--- src/rtl/cdb_arbiter.sv ---
// Common-data-bus transmitter: per-source result FIFOs feeding one registered tag/data broadcast per cycle.
// Build option CDB_ROUND_ROBIN_EN selects round-robin arbitration; otherwise fixed priority (lowest index wins).
module cdb_arbiter #(
    parameter int N_SRC = 4,
    parameter int DEPTH = 2
) (
    input  logic                 clk,
    input  logic                 rst,
    input  logic [N_SRC-1:0]     src_valid,
    output logic [N_SRC-1:0]     src_ready,
    input  logic [N_SRC*8-1:0]   src_tag,
    input  logic [N_SRC*32-1:0]  src_data,
    output logic                 cdb_valid,
    output logic [7:0]           cdb_rs_num,
    output logic [31:0]          cdb_data,
    output logic [N_SRC-1:0]     cdb_grant,
    output logic [7:0]           busy_cnt
);
    localparam int PW = $clog2(DEPTH);
    localparam int CW = PW + 1;
    localparam int SW = (N_SRC > 1) ? $clog2(N_SRC) : 1;
    localparam int NW = $clog2(N_SRC + 1);
    localparam logic [CW-1:0] FULL_CNT = CW'(DEPTH);

    logic [7:0]       r_tag_mem  [N_SRC][DEPTH];
    logic [31:0]      r_data_mem [N_SRC][DEPTH];
    logic [PW-1:0]    r_wr_ptr   [N_SRC];
    logic [PW-1:0]    r_rd_ptr   [N_SRC];
    logic [CW-1:0]    r_count    [N_SRC];
    logic [N_SRC-1:0] r_ready;
    logic             r_cdb_valid;
    logic [7:0]       r_cdb_rs_num;
    logic [31:0]      r_cdb_data;
    logic [N_SRC-1:0] r_cdb_grant;
    logic [7:0]       r_busy_cnt;

    logic [N_SRC-1:0] w_accept;
    logic [N_SRC-1:0] w_push;
    logic [N_SRC-1:0] w_nonempty;
    logic [N_SRC-1:0] w_pop;
    logic [CW-1:0]    w_count_nxt [N_SRC];
    logic [SW-1:0]    w_scan;
    logic             w_take;
    logic [SW-1:0]    w_win_idx;
    logic             w_win_found;
    logic [NW-1:0]    w_ne_cnt;
    logic [7:0]       w_head_tag;
    logic [31:0]      w_head_data;

`ifdef CDB_ROUND_ROBIN_EN
    logic [SW-1:0]    r_rr;
`endif

    function automatic logic [N_SRC-1:0] onehot(input logic [SW-1:0] idx);
        logic [N_SRC-1:0] v;
        v = '0;
        v[idx] = 1'b1;
        return v;
    endfunction

    // Handshake decode; a tag-0 push is accepted but never stored because tag 0 means "no producer".
    always_comb begin
        w_accept   = src_valid & r_ready;
        w_push     = '0;
        w_nonempty = '0;
        w_ne_cnt   = '0;
        for (int i = 0; i < N_SRC; i++) begin
            w_push[i]     = w_accept[i] && (src_tag[8*i +: 8] != 8'h00);
            w_nonempty[i] = (r_count[i] != '0);
            w_ne_cnt      = w_ne_cnt + NW'(w_nonempty[i]);
        end
    end

    // Winner selection over non-empty FIFOs and head-of-queue read.
    always_comb begin
        w_scan      = '0;
        w_take      = 1'b0;
        w_win_idx   = '0;
        w_win_found = 1'b0;
        for (int k = 0; k < N_SRC; k++) begin
`ifdef CDB_ROUND_ROBIN_EN
            w_scan = SW'((int'(r_rr) + k) % N_SRC);
`else
            w_scan = SW'(k);
`endif
            w_take      = !w_win_found && w_nonempty[w_scan];
            w_win_idx   = w_take ? w_scan : w_win_idx;
            w_win_found = w_win_found || w_take;
        end
        w_pop       = w_win_found ? onehot(w_win_idx) : '0;
        w_head_tag  = r_tag_mem[w_win_idx][r_rd_ptr[w_win_idx]];
        w_head_data = r_data_mem[w_win_idx][r_rd_ptr[w_win_idx]];
    end

    // Occupancy update; a same-cycle push and pop leaves the count unchanged.
    always_comb begin
        for (int i = 0; i < N_SRC; i++) begin
            case ({w_push[i], w_pop[i]})
                2'b10:   w_count_nxt[i] = r_count[i] + CW'(1);
                2'b01:   w_count_nxt[i] = r_count[i] - CW'(1);
                default: w_count_nxt[i] = r_count[i];
            endcase
        end
    end

    // Result storage; payload needs no reset since it is only read when the count says it is valid.
    always_ff @(posedge clk) begin
        for (int i = 0; i < N_SRC; i++) begin
            if (w_push[i]) begin
                r_tag_mem[i][r_wr_ptr[i]]  <= src_tag[8*i +: 8];
                r_data_mem[i][r_wr_ptr[i]] <= src_data[32*i +: 32];
            end
        end
    end

    // FIFO pointers, counts and the registered not-full ready flags.
    always_ff @(posedge clk or posedge rst) begin
        if (rst) begin
            for (int i = 0; i < N_SRC; i++) begin
                r_wr_ptr[i] <= '0;
                r_rd_ptr[i] <= '0;
                r_count[i]  <= '0;
            end
            r_ready <= '1;
        end else begin
            for (int i = 0; i < N_SRC; i++) begin
                if (w_push[i]) begin
                    r_wr_ptr[i] <= r_wr_ptr[i] + PW'(1);
                end
                if (w_pop[i]) begin
                    r_rd_ptr[i] <= r_rd_ptr[i] + PW'(1);
                end
                r_count[i] <= w_count_nxt[i];
                r_ready[i] <= (w_count_nxt[i] != FULL_CNT);
            end
        end
    end

    // Broadcast register and contention counter.
    always_ff @(posedge clk or posedge rst) begin
        if (rst) begin
            r_cdb_valid  <= 1'b0;
            r_cdb_rs_num <= 8'h00;
            r_cdb_data   <= 32'h0000_0000;
            r_cdb_grant  <= '0;
            r_busy_cnt   <= 8'h00;
        end else begin
            r_cdb_valid  <= w_win_found;
            r_cdb_rs_num <= w_win_found ? w_head_tag : 8'h00;
            r_cdb_data   <= w_win_found ? w_head_data : 32'h0000_0000;
            r_cdb_grant  <= w_pop;
            if ((w_ne_cnt > NW'(1)) && (r_busy_cnt != 8'hFF)) begin
                r_busy_cnt <= r_busy_cnt + 8'd1;
            end
        end
    end

`ifdef CDB_ROUND_ROBIN_EN
    // Rotating priority: the source after the last winner goes first next time.
    always_ff @(posedge clk or posedge rst) begin
        if (rst) begin
            r_rr <= '0;
        end else if (w_win_found) begin
            r_rr <= SW'((int'(w_win_idx) + 1) % N_SRC);
        end
    end
`endif

    assign src_ready  = r_ready;
    assign cdb_valid  = r_cdb_valid;
    assign cdb_rs_num = r_cdb_rs_num;
    assign cdb_data   = r_cdb_data;
    assign cdb_grant  = r_cdb_grant;
    assign busy_cnt   = r_busy_cnt;

endmodule

--- config.mk ---
export PLATFORM = sky130hd
export DESIGN_NAME = cdb_arbiter
export DESIGN_NICKNAME = d
export VERILOG_FILES = /design/src/rtl/cdb_arbiter.sv
export SDC_FILE = /design/constraint.sdc
export NUM_CORES = 1
export LEC_CHECK = 0
export ABC_AREA = 1
export CAP_MARGIN = 10
export CORE_MARGIN = 3
export CORE_UTILIZATION = 35
export CTS_CLUSTER_DIAMETER = 40
export DETAILED_ROUTE_END_ITERATION = 10
export PLACE_DENSITY = 0.6
export SLEW_MARGIN = 20
export SYNTH_ARGS = -nofsm -noshare
export SYNTH_HDL_FRONTEND = slang
export SYNTH_SLANG_ARGS = --single-unit
--- constraint.sdc ---
create_clock -name clk -period 3 [get_ports clk]
set_clock_uncertainty 0.05 [all_clocks]
set_input_delay 0.6 -clock clk [delete_from_list [all_inputs] [get_ports clk]]
set_output_delay 0.6 -clock clk [all_outputs]
set_load 0.05 [all_outputs]
; After elaboration in Yosys (flattened, before gate mapping)
; Memory sizes are Yosys's and may differ from the RTL's.
; Index checks and enable logic that the tools add are counted.
[totals]
in_bits = 166
n_memories = 2
latch_bits = 0
romBits = 0
ram_bits = 320
out_inout_bits = 57
register_bits = 73
[mem_list]
columns = name, depth, word_bits, read_ports, rd_ports_with_merged_regs, wr, line
row1 = r_data_mem, 4, 64, 1, 0, 4, 26  ; logic [31:0] r_data_mem [N_SRC][DEPTH];
row2 = r_tag_mem, 4, 16, 1, 0, 4, 25  ; logic [7:0] r_tag_mem [N_SRC][DEPTH];
[op_classes]
div_mod_pow = 0
n_mul = 0
bitwise = 7
muxes = 49
order_cmp = 13
n_eq_ne = 13
reduce_logical = 27
n_addsub = 20
shift = 0
[op_table]
columns = operator, n
row1 = two-way mux 32 bit, 8
row2 = two-way mux 64 bit, 4
row3 = demux 32 bit (select 1 bit), 4
row4 = two-way mux 16 bit, 4
row5 = two-way mux 8 bit, 8
row6 = demux 8 bit (select 1 bit), 4
row7 = nonzero test 8 bit, 4
row8 = one-hot mux 2 bit (2 select lines), 4
row9 = logical AND 1 bit, 13
row10 = "greater-or-equal comparator 2 bit, second input constant", 5
row11 = inverter 1 -> 2 bit, 5
row12 = "adder 1 bit, second input constant", 8
row13 = "adder 2 x 1 -> 2 bit, second input constant", 4
row14 = "adder 8 x 1 -> 8 bit, second input constant", 1
row15 = "== test 2 x 1 -> 1 bit, second input constant", 4
row16 = "== test 2 bit, second input constant", 4
row17 = "< comparator 2 x 1 -> 1 bit, second input constant", 4
row18 = two-way mux 1 bit, 8
row19 = "!= test 2 bit, second input constant", 4
row20 = "!= test 8 bit, second input constant", 1
row21 = nonzero test 2 bit, 4
row22 = "subtractor 2 x 1 -> 2 bit, second input constant", 4
row23 = bitwise AND 4 bit, 1
row24 = two-way mux 2 bit, 2
row25 = other kinds (13), 17

; Longest topological paths before layout
[logic_depth]
depth_word = 19
mapped_depth = 14
mapped_depth_nobuf = 12

; Least setup slack after synthesis
; Ideal clock, no wire load.
[synth_path]
path_type = register to register
start = reg r_ready[0] (netlist: src_ready[0])
end = mem r_data_mem[0][0] (netlist name), enable pin
required_ns = 2.512
t_arrival_ns = 2.595
stages_incl_launch_ff = 3
slack_ns = -0.083
cell_sequence = dfstp_2 nand3_1 nor2_1
[synth_rtl]
columns = element, line
row1 = from (decl), 30  ; logic [N_SRC-1:0] r_ready;
row2 = "from (signal, indexed assignment)", 134  ; r_ready[i] <= (w_count_nxt[i] != FULL_CNT);
row3 = to (decl), 26

; Worst setup path after layout
[layout_path]
start = reg r_count[6] (netlist name)
end = reg r_cdb_data[0] (netlist: cdb_data[0])
[layout_via]
elab_chain_cells = 19
[layout_rtl]
columns = element, line
row1 = from (decl), 29  ; logic [CW-1:0] r_count [N_SRC];
row2 = "from (signal, indexed assignment)", 133  ; r_count[i] <= w_count_nxt[i];
row3 = nonzero test 2 bit (*), 69  ; w_nonempty[i] = (r_count[i] != '0);
row4 = zero test 1 bit, 86  ; w_take = !w_win_found && w_nonempty[w_scan];
row5 = logical AND 1 bit, 86
row6 = logical OR 1 bit, 88  ; w_win_found = w_win_found || w_take;
row7 = zero test 1 bit, 86
row8 = logical AND 1 bit, 86
row9 = logical OR 1 bit, 88
row10 = zero test 1 bit, 86
row11 = logical AND 1 bit, 86
row12 = two-way mux 2 bit, 87  ; w_win_idx = w_take ? w_scan : w_win_idx;
row13 = inverter 2 -> 3 bit (not written as such), 92  ; w_head_data = r_data_mem[w_win_idx][r_rd_ptr[w_win_idx]];
row14 = binary-select mux 1 bit (select 2 bit), 92
row15 = two-way mux 1 bit (not written as such) (2 in series), 92
row16 = inverter 1 -> 2 bit (not written as such), 92
row17 = two-way mux 32 bit (not written as such) (3 in series), 92
row18 = two-way mux 32 bit (*), 150  ; r_cdb_data <= w_win_found ? w_head_data : 32'h0000_0000;
row19 = to (signal assigned), 150
row20 = to (decl), 33  ; logic [31:0] r_cdb_data;
; Every way passes the cells marked *; elsewhere a longest branch is shown, timed or not. The select of a mux whose other input is x is not followed.
; A chain may end at the register's enable or synchronous reset.

==> summary.md <==
| Metric | Value |
|---|---|
| Row cnt | slightly below 80 |
| Placeable core region | between 0.04 and 0.05 mm2 |
| Asr flop ratio synth | 0.186 |
| Count of final setup violators | 0 |
| Slew at the pin closest to its max-slew limit | 1.07 ns |
| Number of gates resized after cts | 0 |
| Via count of the first global-routing pass | between 10000 and 15000 |
| Top cells by area in the synthesized netlist | edfxtp_1 (57%), dfrtp_1 (10%), nand2_1 (7.9%) |
| Fraction of final layout cells sized beyond drive strength 1 | 0.105 |
| Effective utilization at floorplan | 0.357 |
| Combinational family with the most area after synthesis | simple AND/OR/NAND/NOR gates |
| Flip-flop and latch count after synthesis | between 300 and 400 |
| Post-Syn Area per Cell | 10.9 um2 |
| Average wire length per cell after detail routing | between 20 and 25 um |
| RSZ-0062 raised after global routing | no |
| Final Max Slew Viols | 0 |
| Yosys warns | 0 |
| Syn-to-layout area delta | 32.6% |
| Via count | about 12000 |
| Adder-Cell Fraction of Synth Area | 0.00641 |
| Maximum vdd ir drop | ~900 uV |
| CP arrival | between 3 and 4 ns |
| Worst r2r dst | cdb_data[0] |
| Synth Instances | between 1500 and 2000 |
| Slowest CP cell | dfrtp_1 |
| Number of remaining DRC errors | 0 |
| Worst hold-check slack | roughly 0.31 ns |
| Mux cell area share after synthesis | 0 |
| Cell area after layout | about 0.022 mm2 |
| Most instantiated library cell after synthesis | nand2_1 |
| Critical Path RT | around 3.5 ns |
| Top-level I/O count | approximately 220 |
| Worst rel slew slack | 0.285 |
| Total overflow reported by the global router | 0 |
| Num CTS Buffers | about 70 |
| Routed wire length | slightly above 50 mm |
| Layout filler cell count | 4199 |
| Tmin final | between 2 and 3 ns |
| Worst min-delay path category | input pin to async pin |
| Number of flops mapped to enable cells by yosys | 320 |
| Post-synthesis compound-gate area fraction | 0.0225 |
| Final hold viol count | 0 |
| Reg-to-reg critical path startpoint | r_count[6] |
| Overall Power | roughly 0.025 W |
| Sequential fraction of the synthesis area | 0.682 |
| Layout Utilization | 0.474 |
| Total half-perimeter wirelength after legalization and detailed placement | ~34 mm |
| Final-stage net count | 1975 |
| Antenna violations before repair | 2 |
| Leakage dissipation | between 9 and 10 nW |
| Violation count after the first detailed-route iteration | just under 1000 |
| Post-Synthesis Net Count | between 1500 and 2000 |
| Count of different cell masters after synthesis | 30 |
| Kind of critical path | flop to flop |
| Synth Area in Simple Gates | 0.216 |
| Worst skew pair latency | between 0.5 and 0.6 ns |
| DP Cell Count | 2336 |
| Clock slew at reported path FFs | roughly 0.060 ns |
| Worst reg-to-reg path cell count | 12 |
| Biggest area consumer among synthesized cells | edfxtp_1 |
| Number of non-filler instances in the completed layout | between 2000 and 2500 |
| CTS Root Buffer Type | clkbuf_16 |
| Critical Path Sink Type | flop |
| Number of input and output port buffers inserted | about 220 |
| Total Routing Usage GR | 0.199 |
| Synth Flop Type | edfxtp_1 |
| Cell depth of the worst setup path | 12 |
| Worst-case clock buffer depth | 3 |
| Cell Pwr Density | roughly 1100 mW/mm2 |
| Share of the synthesized area in the top cell type | 0.573 |
| Clock H-tree levels | 3 |
| Top Family by Delay on Critical Path | simple AND/OR/NAND/NOR gates |
| Internal reg-to-reg setup slack | ~0.31 ns |
| Die footprint | 0.0506 mm2 |
| Hold-fix buffers, CTS | 0 |
| Result of the run | finished clean |
| Post-synth design cell area | 0.0168 mm2 |
| Max_cap viols | 0 |
| Count of buffers added by post-CTS timing repair for setup | 0 |
| Leading cell types by count after synthesis | nand2_1 (354), edfxtp_1 (320), nor2_1 (216) |
| Sort of element at the start of the critical path | flop |
| Sink Count | approximately 400 |
| Area of placed instances | roughly 0.02 mm2 |
| Maximum frequency from static timing analysis | 0.372 GHz |
| Clock tree from TritonCTS | yes |
| Largest fanout of any net on the critical path | 43 |
| Pre-antenna DRT Iters | 5 |
| First-pass GRT wire length | 74.5 mm |
| Final antenna-violating net count | 0 |
| Part of the cycle the worst path needs | 0.895 |
| Xor-xnor portion of the synthesized cell area | 0.00888 |
| Critical path buffers and inverters | 4 |
| Routability cong. | 0.887 |
| Vertical die dimension | 225 um |
| Cells traversed along the worst timing path | nor2_1 -> ha_2 -> inv_1 -> a21oi_4 -> inv_2 -> buf_4 -> nand3_1 -> nand2_2 -> buf_12 -> nand2_1 -> nand2_1 -> nor2_1 |
| Vias per Instance | 4.88 |
| Pin count of the biggest net entering global routing | 85 |
| Critical path's largest stage delay | just over 0.4 ns |
| Die boundary width | 225 um |
[worst register-to-register path, stage by stage, from the launching register on]
cell	delay [ns]
dfrtp_1	0.41
nor2_1	0.31
ha_2	0.32
inv_1	0.09
a21oi_4	0.16
inv_2	0.06
buf_4	0.30
nand3_1	0.19
nand2_2	0.24
buf_12	0.26
nand2_1	0.09
nand2_1	0.05
nor2_1	0.12
[flip-flops by register name, indices dropped and copies added (netlist names)]
name,flops
r_rd_ptr,4
cdb_data,32
r_tag_mem,64
cdb_valid,1
r_count,8
src_ready,4
busy_cnt,8
r_data_mem,256
cdb_rs_num,8
cdb_grant,4
r_wr_ptr,4
[routing by layer]
layer  vias to the layer above  GRT usage  part of all wire
li1                       5673          -                 -
met1                      5792      0.252              0.40
met2                       474      0.338              0.50
met3                        98     0.0449             0.067
met4                         2     0.0720             0.034
met5                         -          0           0.00028
[area by class of cell]
class,count,area [um2],area share
well taps,607,759,0.0341
repair buffers,271,2760,0.124
flip-flops and latches,393,11400,0.514
diodes,2,5.00,0.000225
inverters,181,683,0.0307
multi-input cells,886,4340,0.195
clock inverters,50,512,0.0230
clock buffers,75,1750,0.0786
[how the worst max path moves through the flow]
stage	end	startpoint
final	cdb_data[0]	r_count[6]
after global routing	cdb_data[8]	r_count[6]
after CTS	busy_cnt[6]	r_count[6]
after detailed placement	r_tag_mem[1][1]	src_tag[10]
after global placement	r_tag_mem[3][11]	src_tag[25]
after floorplan	r_data_mem[0][0]	src_ready[0]
[cell families (layout without fill, tap and decap cells)]
logic type               count (synthesis)  after routing
other                                    0              2
adder cells (fa/ha/maj)                  8              8
flip-flops                             393            393
AO/OA/AOI/OAI                           54             54
XOR/XNOR                                17             17
AND/OR/NAND/NOR                        807            807
buffers and inverters                  266            577
[layout by cell type, fill, tap and decap left out, types with 2 or more instances in the layout]
cell type | synthesis | layout
clkbuf_16 | 0 | 69
bufinv_16 | 0 | 6
nor3_1 | 2 | 2
nor2_4 | 2 | 10
nand4_1 | 42 | 42
inv_6 | 0 | 15
xnor2_1 | 5 | 5
o211ai_1 | 41 | 41
inv_2 | 5 | 4
xor2_1 | 12 | 12
nor4_1 | 8 | 8
ha_2 | 0 | 2
o21ai_0 | 7 | 7
edfxtp_1 | 320 | 320
diode_2 | 0 | 2
inv_1 | 176 | 175
a21oi_1 | 5 | 5
clkinv_4 | 0 | 10
clkinv_1 | 0 | 5
or2_2 | 4 | 4
clkinvlp_4 | 0 | 5
nand3b_1 | 80 | 80
nand2_1 | 354 | 354
buf_4 | 10 | 36
clkdlybuf4s50_1 | 0 | 222
buf_12 | 0 | 12
ha_1 | 7 | 5
dfrtp_1 | 69 | 69
nor2_1 | 216 | 208
clkinv_2 | 0 | 9
clkbuf_1 | 41 | 6
dfstp_2 | 4 | 4
nand3_1 | 95 | 94
[through the flow]
stage	TNS (ns)	setup WS, ns
after floorplan	-26.45	-0.0827
after global placement	-4.48	-0.152
after detailed placement	-9.02	-0.209
after CTS	0	0.214
after global routing	0	0.0638
final	0	0.314
[report_power, final]
| group | switching, W | total (W) | internal (W) | leakage [nW] |
|---|---|---|---|---|
| sequential | 0.000582 | 0.00812 | 0.00754 | 3.81 |
| combinational | 0.00662 | 0.00968 | 0.00306 | 4.38 |
| clock | 0.00278 | 0.00759 | 0.00481 | 1.10 |
| total | 0.00998 | 0.0254 | 0.0154 | 9.29 |
Power figures use the tool's default switching activity.
